===== src/rtl/pc_gen.sv =====
// Fetch program-counter generator: BOOT/RUN/HALT control with execute-stage redirects.
// Define PC_GEN_MISALIGN_TRAP_EN to divert misaligned redirect targets to TRAP_VEC and pulse misalign.
module pc_gen #(
    parameter int unsigned     XLEN     = 32,
    parameter logic [XLEN-1:0] RESET_PC = XLEN'(32'h0000_0000),
    parameter logic [XLEN-1:0] TRAP_VEC = XLEN'(32'h0000_0100)
) (
    input  logic            clk,
    input  logic            rst_n,
    input  logic            stall,
    input  logic            ex_valid,
    input  logic            ex_is_branch,
    input  logic            ex_is_jal,
    input  logic            ex_is_jalr,
    input  logic            ex_cond,
    input  logic [XLEN-1:0] ex_pc,
    input  logic [XLEN-1:0] ex_rs1,
    input  logic [XLEN-1:0] ex_imm,
    input  logic            halt_req,
    input  logic            resume_req,
    output logic [XLEN-1:0] pc,
    output logic            pc_valid,
    output logic            flush,
    output logic            halted,
    output logic            misalign
);

`ifdef PC_GEN_MISALIGN_TRAP_EN
    localparam bit TRAP_EN = 1'b1;
`else
    localparam bit TRAP_EN = 1'b0;
`endif

    typedef enum logic [1:0] {
        BOOT = 2'd0,
        RUN  = 2'd1,
        HALT = 2'd2
    } state_t;

    state_t          state;
    logic            redirect;
    logic            trap_taken;
    logic [XLEN-1:0] branch_target;
    logic [XLEN-1:0] jalr_sum;
    logic [XLEN-1:0] target;
    logic [XLEN-1:0] next_pc;

    assign redirect = ex_valid & (ex_is_jal | ex_is_jalr | (ex_is_branch & ex_cond));
    assign flush    = redirect;

    always_comb begin
        branch_target = ex_pc + ex_imm;
        jalr_sum      = ex_rs1 + ex_imm;
        target        = ex_is_jalr ? {jalr_sum[XLEN-1:1], 1'b0} : branch_target;
    end

    assign trap_taken = TRAP_EN && redirect && (target[1:0] != 2'b00);

    // Redirect wins over everything; a halt request freezes pc at the address being fetched.
    always_comb begin
        next_pc = pc;
        if (redirect) begin
            next_pc = trap_taken ? TRAP_VEC : target;
        end else if ((state == RUN) && !stall && !halt_req) begin
            next_pc = pc + XLEN'(4);
        end
    end

    always_ff @(posedge clk or negedge rst_n) begin
        if (!rst_n) begin
            pc       <= RESET_PC;
            state    <= BOOT;
            pc_valid <= 1'b0;
            halted   <= 1'b0;
            misalign <= 1'b0;
        end else begin
            pc       <= next_pc;
            misalign <= trap_taken;
            case (state)
                BOOT: begin
                    state    <= RUN;
                    pc_valid <= 1'b1;
                    halted   <= 1'b0;
                end
                RUN: begin
                    if (halt_req) begin
                        state    <= HALT;
                        pc_valid <= 1'b0;
                        halted   <= 1'b1;
                    end
                end
                HALT: begin
                    if (resume_req) begin
                        state    <= RUN;
                        pc_valid <= 1'b1;
                        halted   <= 1'b0;
                    end
                end
                default: begin
                    state    <= BOOT;
                    pc_valid <= 1'b0;
                    halted   <= 1'b0;
                end
            endcase
        end
    end

endmodule


===== config.mk =====
export PLATFORM = sky130hd
export DESIGN_NAME = pc_gen
export DESIGN_NICKNAME = d
export VERILOG_FILES = /design/src/rtl/pc_gen.sv
export SDC_FILE = /design/constraint.sdc
export NUM_CORES = 1
export LEC_CHECK = 0
export ABC_AREA = 1
export BUFFER_PORTS_ARGS = -buffer_cell sky130_fd_sc_hd__buf_2
export CAP_MARGIN = 40
export CORE_UTILIZATION = 50
export CTS_CLUSTER_DIAMETER = 40
export DETAILED_ROUTE_END_ITERATION = 8
export PLACE_DENSITY_LB_ADDON = 0.2
export SLEW_MARGIN = 40
export SYNTH_ARGS = -nofsm -noshare
export SYNTH_HDL_FRONTEND = slang
export SYNTH_SLANG_ARGS = --single-unit

===== constraint.sdc =====
create_clock -name clk -period 4 [get_ports clk]
set_input_delay 0.2 -clock clk [delete_from_list [all_inputs] [get_ports clk]]
set_output_delay 0.2 -clock clk [all_outputs]
set_load 0.02 [all_outputs]

==> flow_metrics.py, run 1 <==
metrics = {
    "critical_path": {
        "r2r_cells": 12,
        "r2r_setup_slack_ns": 1.96,
        "worstSetupStartpointType": "input pin",
        "critical_path_class": "input pin to output port",
        "path_common_cell": "buf_2",
        "worstReg2RegEnd": "pc[26]",
        "r2r-start": "pc[2]",
        "cpMaxStageDelayCell": "inv_2",
        "end_kind": "output port",
        "slowest_delay_ns": 0.60,
        "crit_fanout": 43,
        "worstPathRequired_ns": 3.80,
        "critPathArrivalTime_ns": 2.01,
        "cp_cell_sequence": "buf_2, buf_4, a211o_1, nand2_2, inv_2, buf_2",
    },
    "timing": {
        "slew_viol_final": 0,
        "fin_crit_ns": 2.21,
        "setup_viol": 0,
        "fin_tns_setup_ns": 0,
        "fin_ws_ns": 1.79,
        "rsz0062_at_grt": "no",
        "hold_viol": 0,
        "slew_headroom": 0.476,
        "worst_pin_slew_ns": 0.786,
        "max_freq_mhz": 453,
        "clock_skew_ns": 0.00730,
        "min_period_over_period": 0.551,
    },
    "logic_synthesis": {
        "synth_edf_count": 0,
        "syn_nets": 1535,
        "syn_area_mm2": 0.00721,
        "yosysSeqAreaShare": 0.118,
        "ys_types": 46,
        "netlist_instances": 1365,
        "synth-async-reset-ratio": 1.00,
        "ys_ff_latch": 34,
        "synth_ff_type": "dfrtp_1",
        "avgSynthCellArea_um2": 5.28,
        "synthTopCellsByArea": "nand2_1 (27%), inv_1 (13%), dfrtp_1 (12%)",
        "yosys.area.top_type": "nand2_1",
        "yosys_warnings": 0,
        "yosysTopAreaCellShare": 0.269,
    },
    "detailed_routing": {
        "drtAntennaViolNets": 0,
        "via_per_inst": 5.27,
        "routed_wl_mm": 23.5,
        "dr.pass1.iters": 8,
        "routedWlPerCell_um": 14.0,
        "via_count": 8842,
        "post-route-drc-count": 0,
        "drt_iter0_markers": 690,
    },
    "worst_hold_path": {
        "holdPathEnd": "state[0]",
        "hold_start": "resume_req",
        "hold_depth": 3,
        "hold_path_class": "input pin to register",
    },
    "power_and_ir_drop": {
        "pwr-share-seq": 0.237,
        "power.share.clock": 0.181,
        "p_leak_nw": 5.02,
        "switching_share": 0.502,
        "peakVddDrop_uv": 193,
        "p_per_area_mw_per_mm2": 290,
        "combPwrFrac": 0.583,
        "power.internal_mw": 1.19,
        "p_sw_mw": 1.20,
    },
    "clock_network": {
        "clkSinkCount": 34,
        "postCtsSetupRepairBufs": 0,
        "root_buffer": "clkbuf_16",
        "h-tree-depth": 2,
        "cts_tree": "yes",
        "clock_latency_ns": 0.28,
        "clockBufferDepth": 2,
        "clk_pin_slew_ns": 0.05,
        "cts_buffers": 5,
    },
    "layout": {
        "fillers": 1534,
        "final_cell_mix": "nand2_1 (516), inv_1 (257), buf_2 (139), nand3_1 (118), nor2_1 (108)",
        "syn_to_final_growth_pct": 14.3,
        "num_antenna_cells": 0,
        "finalNetCount": 1668,
        "post_route_cells_drive_above_1_share": 0.123,
        "final_common_cell": "nand2_1",
    },
    "global_route": {
        "grt_max_degree": 44,
        "grt_pass1_vias": 7952,
        "grt_use_total": 0.324,
        "grt_pass1_wl_mm": 38.1,
        "antenna_found_initial": 0,
        "gr-total-overflow": 0,
    },
    "die": {
        "rows": 43,
        "die_x_um": 122,
        "dieArea_mm2": 0.0149,
        "start_util": 0.516,
        "die_y_um": 122,
        "core-area_mm2": 0.0140,
        "io_pins": 142,
    },
    "job": {
        "max_cap_viol_count": 0,
    },
    "placement": {
        "gp_congestion": 0.995,
        "port_buffers": 140,
        "hpwlAfterDp_mm": 20.0,
        "pre_cts_slack_ns": 1.65,
    },
    "status": {
        "outcome": "finished clean",
    },
}
## registers in the layout, indices dropped and copies added (netlist names)
name / cells
state: 1
halted: 1
pc: 32
## synth_stat cells, drive strengths merged, types with 8 or more instances
cell and count:
nor3 13, nor4 8, nand3b 11, a21oi 72, nand2 525, dfrtp 34, nand3 120, o21ai 49
ha 62, o21bai 10, buf 10, inv 263, nor2 122, xor2 12, nand4 17
## worst max-delay path by stage
stage               startpoint  cells past startpoint     end  slack, ns
finish              ex_is_jalr                      6   flush       1.79
global route        ex_is_jalr                      6   flush       1.65
CTS                 ex_is_jalr                      6   flush       1.81
detailed placement  ex_is_jalr                     11  pc[25]       1.65
global placement    ex_is_jalr                     11  pc[25]       1.69
floorplan                pc[3]                     12  pc[26]       2.17
## power by group through the flow
stage	Clock [mW]	Sequential (mW)	Combinational (mW)
2_1_floorplan	0	0.646	0.856
3_3_place_gp	0	0.564	1.36
3_5_place_dp	0	0.568	1.36
4_1_cts	0.437	0.564	1.37
5_1_grt	0.451	0.581	1.56
6_report	0.432	0.565	1.39
## cell type report
type | count | area (µm²) | share of cell area
Clock inverter | 1 | 30.0 | 0.00364
Multi-Input combinational cell | 1050 | 5290 | 0.641
Inverter | 264 | 991 | 0.120
Sequential cell | 34 | 851 | 0.103
Timing Repair Buffer | 143 | 728 | 0.0883
Tap cell | 180 | 225 | 0.0273
Clock buffer | 7 | 133 | 0.0161
## kinds of logic after synthesis
kind of cell | count (synthesis) | share of synthesized area
compound gates | 145 | 0.110
xor+xnor | 19 | 0.0231
fa+ha+maj | 64 | 0.113
buf+inv | 281 | 0.149
flops | 34 | 0.118
other cells | 1 | 0.000520
simple gates | 821 | 0.487
## per-stage QoR
step / cell area [µm²] / total power [mW] / utilization / cells / hold slack (ns)
3_5_place_dp: 8070 / 1.93 / 0.577 / 1670 / 0.323
2_1_floorplan: 7210 / 1.50 / - / 1365 / -0.0956
5_1_grt: 8250 / 2.59 / 0.590 / 1679 / 0.214
6_report: 8250 / 2.39 / 0.590 / 1679 / 0.192
3_3_place_gp: 8070 / 1.92 / 0.577 / 1670 / 0.321
4_1_cts: 8230 / 2.37 / 0.589 / 1678 / 0.0274
## worst max-delay path, delay by kind of cell
kind | cells | cell delay, ns
buffers and inverters | 4 | 1.33
AO/OA/AOI/OAI | 1 | 0.17
AND/OR/NAND/NOR | 1 | 0.27
## timing repair
item	4_1_cts	5_1_grt
endpoints found under the hold margin	0	34
hold buffers	0	1
gates resized for setup	0	0
## routing by layer
| metal | global-route usage | wire, µm | vias to the layer above |
|---|---|---|---|
| met5 | 0 | 0 | - |
| met2 | 0.531 | 10500 | 336 |
| met4 | 0.0831 | 450 | 0 |
| li1 | - | - | 4536 |
| met3 | 0.0178 | 1510 | 36 |
| met1 | 0.460 | 11000 | 3934 |
(Power assumes the default switching activity.)
==> run 2, diff against run 1 <==
Clock period 4 ns to 2 ns, I/O delays scaled along.
==> run 2 against run 1 <==
Compared with the run above: clock power grew 68%; worst hold slack worse by 0.084 ns; worst setup slack worse by 1.6 ns; utilization increased by 1.9 points; critical endpoint is now pc[14]; largest cell class unchanged; highest routed layer unchanged.
==> flow_metrics.py, run 2 (synthesis results as in run 1) <==
metrics = {
    "layout": {
        "num_antenna_cells": 0,
        "regMostFlops": "pc",
        "final_common_cell": "nand2_1",
        "largest_reg_flops": 32,
        "fillers": 1511,
        "finalNetCount": 1705,
        "final_cell_mix": "nand2_1 (516), inv_1 (257), buf_2 (139), nand3_1 (116), nor2_1 (108)",
        "reg.largest.list": "pc: 32 flops, halted: 1 flops, state: 1 flops",
        "post_route_cells_drive_above_1_share": 0.146,
        "syn_to_final_growth_pct": 18.1,
    },
    "timing": {
        "whs_ns": 0.108,
        "fin_ws_ns": 0.163,
        "slew_viol_final": 0,
        "slew_headroom": 0.517,
        "max_freq_mhz": 544,
        "fin_tns_setup_ns": 0,
        "setup_viol": 0,
        "clock_skew_ns": 0.00297,
        "min_period_over_period": 0.918,
        "fin_crit_ns": 1.84,
        "worst_pin_slew_ns": 0.724,
        "hold_viol": 0,
    },
    "worst_hold_path": {
        "holdPathEnd": "state[0]",
        "hold_depth": 3,
        "hold_path_class": "input pin to register",
        "hold_start": "resume_req",
    },
    "critical_path": {
        "slowest_delay_ns": 0.33,
        "cp_cell_sequence": "buf_2, ha_1, buf_4, nand2_1, nand2_1, nand2_1, nand3_1, a21oi_1, nand2_1, o21ai_0, a21oi_1, o21ai_0, nand2_1",
        "worstReg2RegEnd": "pc[28]",
        "critPathArrivalTime_ns": 1.99,
        "critical_path_class": "input pin to register",
        "r2r-start": "pc[3]",
        "r2r_cells": 12,
        "path_common_cell": "nand2_1",
        "r2r_setup_slack_ns": 0.17,
        "crit_fanout": 4,
        "cpMaxStageDelayCell": "ha_1",
        "worstSetupStartpointType": "input pin",
        "end_kind": "register",
        "worstPathRequired_ns": 2.16,
    },
    "placement": {
        "gp_congestion": 0.990,
        "pre_cts_slack_ns": -0.127,
        "hpwlAfterDp_mm": 20.3,
        "port_buffers": 140,
    },
    "global_route": {
        "grt_use_total": 0.323,
        "grt_pass1_wl_mm": 37.7,
        "grt_max_degree": 42,
        "gr-total-overflow": 0,
        "antenna_found_initial": 0,
        "grt_pass1_vias": 7875,
    },
    "clock_network": {
        "clockBufferDepth": 2,
        "root_buffer": "clkbuf_16",
        "cts_tree": "yes",
        "clk_pin_slew_ns": 0.05,
        "h-tree-depth": 2,
        "clock_latency_ns": 0.28,
        "cts_buffers": 5,
        "clkSinkCount": 34,
    },
    "die": {
        "die_y_um": 122,
        "start_util": 0.516,
        "core-area_mm2": 0.0140,
        "die_x_um": 122,
        "dieArea_mm2": 0.0149,
        "io_pins": 142,
        "rows": 43,
    },
    "detailed_routing": {
        "post-route-drc-count": 0,
        "via_count": 8967,
        "via_per_inst": 5.23,
        "drtAntennaViolNets": 0,
        "drt_iter0_markers": 762,
        "dr.pass1.iters": 7,
        "routedWlPerCell_um": 14.0,
        "routed_wl_mm": 23.9,
    },
    "power_and_ir_drop": {
        "p_per_area_mw_per_mm2": 557,
        "peakVddDrop_uv": 340,
        "p_leak_nw": 5.19,
    },
    "job": {
        "max_cap_viol_count": 0,
    },
    "status": {
        "outcome": "finished clean",
    },
}
run 2: cell count changes in the layout (fill, tap and decap cells not counted), sizes merged:
cell | previous run | this run
bufinv | 1 | 0
buf | 142 | 179
run 2: critical path: cells and delay by family:
| kind | cells | cell delay (ns) |
|---|---|---|
| compound gates | 4 | 0.74 |
| fa+ha+maj | 1 | 0.33 |
| buf+inv | 2 | 0.28 |
| simple gates | 6 | 0.54 |
run 2: how the worst max path moves through the flow:
stage	endpoint	cells past startpoint	slack (ns)	startpoint
after floorplan	pc[26]	12	0.17	pc[3]
after global placement	pc[17]	13	-0.1	ex_rs1[7]
after detailed placement	pc[17]	13	-0.13	ex_rs1[7]
after CTS	pc[18]	12	0.12	pc[2]
after global routing	pc[28]	12	-0.008	pc[3]
final	pc[14]	13	0.16	ex_imm[11]
run 2: routing by layer:
metal | vias to the layer above | global-route usage | wire length [µm]
met3 | 29 | 0.0178 | 1710
met4 | 0 | 0.0838 | 422
li1 | 4600 | - | -
met5 | - | 0 | 0
met1 | 3983 | 0.449 | 10900
met2 | 355 | 0.542 | 10900
run 2: per-stage QoR:
| stage | instances | utilization | power (mW) | area (µm²) |
|---|---|---|---|---|
| after floorplan | 1365 | - | 3.00 | 7210 |
| after global placement | 1702 | 0.594 | 3.92 | 8310 |
| after detailed placement | 1702 | 0.594 | 3.95 | 8310 |
| after CTS | 1710 | 0.604 | 4.69 | 8450 |
| after global routing | 1715 | 0.609 | 5.14 | 8510 |
| final | 1715 | 0.609 | 4.75 | 8510 |
run 2: what timing repair did:
action	4_1_cts	5_1_grt
buffers inserted	0	5
resized for setup	0	4
hold buffers	1	0
endpoints found under the setup margin	0	2
endpoints found under the hold margin	34	0
run 2: report_power, final:
group | internal [mW] | leakage (nW) | switching [mW]
Sequential | 0.868 | 0.396 | 0.235
Clock | 0.455 | 0.0640 | 0.270
Combinational | 1.01 | 4.73 | 1.91
Total | 2.33 | 5.19 | 2.41
run 2: cell type report:
type / count / area [µm²] / area share
multi-input cells: 1050 / 5310 / 0.624
repair buffers: 180 / 1010 / 0.118
inverters: 264 / 991 / 0.116
flip-flops and latches: 34 / 851 / 0.0999
well taps: 180 / 225 / 0.0265
clock buffers: 7 / 133 / 0.0156
==> run 3, diff against run 2 <==
--- a/config.mk
+++ b/config.mk
@@ -13,5 +13,4 @@
 export DETAILED_ROUTE_END_ITERATION = 8
 export PLACE_DENSITY_LB_ADDON = 0.2
-export SLEW_MARGIN = 40
 export SYNTH_ARGS = -nofsm -noshare
 export SYNTH_HDL_FRONTEND = slang
==> constraint.sdc (replaced) <==
create_clock -name clk -period 2.2 [get_ports clk]
set_input_delay 0.55 -clock clk [delete_from_list [all_inputs] [get_ports clk]]
set_output_delay 0.55 -clock clk [all_outputs]
set_load 0.02 [all_outputs]
==> run 3 against run 2 <==
Compared with the run above: global-route usage is 1.5 points higher; sequential power is 7% lower; count of clock-buffer cells in the layout unchanged; via count grew 3.5%; worst hold slack better by 0.25 ns; critical endpoint is now pc[28].
==> flow_metrics.py, run 3 (synthesis results as in run 1) <==
metrics = {
    "critical_path": {
        "cp_cell_sequence": "buf_2, ha_1, nand2_1, inv_1, a21oi_1, nand2_2, nand2_1, nand3_1, nand3_1, nand3_1, nand2_1, inv_1",
        "worstPathRequired_ns": 2.38,
        "slowest_delay_ns": 0.34,
        "crit_buf_inv": 3,
        "end_kind": "register",
        "cpMaxStageDelayCell": "ha_1",
        "cp_top_family": "simple AND/OR/NAND/NOR gates",
        "crit_fanout": 4,
        "critical_path_class": "input pin to register",
        "worstSetupStartpointType": "input pin",
        "critPathArrivalTime_ns": 2.28,
    },
    "clock_network": {
        "cts_buffers": 5,
        "root_buffer": "clkbuf_16",
        "clock_latency_ns": 0.28,
        "clockBufferDepth": 2,
        "clk_pin_slew_ns": 0.06,
        "clkSinkCount": 34,
        "cts_tree": "yes",
        "h-tree-depth": 2,
    },
    "timing": {
        "slew_headroom": 0.457,
        "slew_viol_final": 0,
        "fin_tns_setup_ns": 0,
        "min_period_over_period": 0.954,
        "worst_pin_slew_ns": 0.814,
        "clock_skew_ns": 0.00519,
        "fin_ws_ns": 0.101,
        "whs_ns": 0.357,
        "rsz0062_at_grt": "yes",
        "fin_crit_ns": 2.10,
        "hold_viol": 0,
        "max_freq_mhz": 476,
        "setup_viol": 0,
    },
    "power_and_ir_drop": {
        "power.internal_mw": 2.32,
        "p_sw_mw": 2.29,
        "peakVddDrop_uv": 293,
        "power.share.clock": 0.157,
        "p_per_area_mw_per_mm2": 499,
        "combPwrFrac": 0.621,
        "power_mw": 4.61,
        "switching_share": 0.497,
        "p_leak_nw": 5.56,
        "pwr-share-seq": 0.222,
    },
    "detailed_routing": {
        "post-route-drc-count": 0,
        "routed_wl_mm": 24.8,
        "via_per_inst": 5.19,
        "dr.pass1.iters": 5,
        "via_count": 9283,
        "drt_iter0_markers": 700,
        "drtAntennaViolNets": 0,
        "routedWlPerCell_um": 13.9,
    },
    "layout": {
        "reg.largest.list": "pc: 32 flops, halted: 1 flops, state: 1 flops",
        "num_antenna_cells": 0,
        "syn_to_final_growth_pct": 27.9,
        "seq_area_um2": 851,
        "largest_reg_flops": 32,
        "fin_cells": 1790,
        "multi_input_area_mm2": 0.00544,
        "post_route_cells_drive_above_1_share": 0.212,
        "fillers": 1465,
        "final_cell_mix": "nand2_1 (503), inv_1 (256), buf_2 (140), nand3_1 (115), buf_4 (113)",
        "final_area_mm2": 0.00923,
        "regMostFlops": "pc",
        "finalNetCount": 1779,
        "final_common_cell": "nand2_1",
        "final_core_util": 0.659,
    },
    "die": {
        "dieArea_mm2": 0.0149,
        "core-area_mm2": 0.0140,
        "io_pins": 142,
        "start_util": 0.516,
        "die_y_um": 122,
        "die_x_um": 122,
        "rows": 43,
    },
    "global_route": {
        "gr-total-overflow": 0,
        "grt_max_degree": 36,
        "grt_pass1_wl_mm": 39.5,
        "grt_use_total": 0.338,
        "grt_pass1_vias": 8244,
        "antenna_found_initial": 0,
    },
    "placement": {
        "postPlaceCellArea_mm2": 0.00892,
        "place_inst": 1781,
        "gp_congestion": 0.990,
        "pre_cts_slack_ns": -0.263,
        "hpwlAfterDp_mm": 21.1,
        "port_buffers": 140,
    },
    "worst_hold_path": {
        "hold_path_class": "input pin to async pin",
    },
    "job": {
        "max_cap_viol_count": 0,
    },
    "status": {
        "outcome": "finished clean",
    },
}
## run 3: cell count changes in the layout (fill, tap and decap cells not counted), sizes merged
cell and change:
buf +75, clkinv +1, dlygate4sd3 -1
## run 3: worst paths after layout
| path | start | end | slack [ns] | cells after the start |
|---|---|---|---|---|
| max | ex_imm[10] | pc[28] | 0.10 | 12 |
| min reg2reg | pc[1] | pc[1] | 0.49 | 2 |
| min in group clk | pc[1] | pc[1] | 0.49 | 2 |
| min | rst_n | pc[4] | 0.36 | 1 |
| max reg2reg | pc[2] | pc[28] | 0.18 | 12 |
| max in group asynchronous | rst_n | pc[13] | 1.32 | 1 |
## run 3: worst register-to-register path, stage by stage, from the launching register on
cell     delay [ns]
dfrtp_1        0.44
ha_1           0.24
nand3_2        0.16
nor2_4         0.19
nand4_1        0.14
nor2_2         0.14
nand2_2        0.09
nor2_4         0.13
nand3_1        0.09
nand2_1        0.09
nand3_1        0.08
nand2_1        0.08
inv_1          0.04
## run 3: layout make-up
| class | count | area share |
|---|---|---|
| sequential | 34 | 0.0922 |
| tap | 180 | 0.0244 |
| inverter | 264 | 0.107 |
| timing repair buffer | 254 | 0.170 |
| clock inverter | 1 | 0.000543 |
| multi-input combinational | 1050 | 0.590 |
| clock buffer | 7 | 0.0155 |
## run 3: what timing repair did
item,4_1_cts,5_1_grt
buffers inserted,0,1
gates resized for setup,0,46
setup endpoints to repair,0,21
hold buffers,0,0
## run 3: routing by layer
layer / vias to the layer above / GRT usage / wire length, µm
li1: 4750 / - / -
met4: 0 / 0.0930 / 501
met5: - / 0 / 0
met3: 43 / 0.0206 / 1750
met1: 4127 / 0.471 / 11300
met2: 363 / 0.561 / 11300
## run 3: power by group through the flow
| stage | logic (mW) | clock network [mW] | registers (mW) |
|---|---|---|---|
| finish | 2.86 | 0.724 | 1.02 |
| global route | 3.18 | 0.753 | 1.05 |
| CTS | 2.78 | 0.729 | 1.02 |
| detailed placement | 2.76 | 0 | 1.03 |
| global placement | 2.72 | 0 | 1.02 |
| floorplan | 1.56 | 0 | 1.17 |
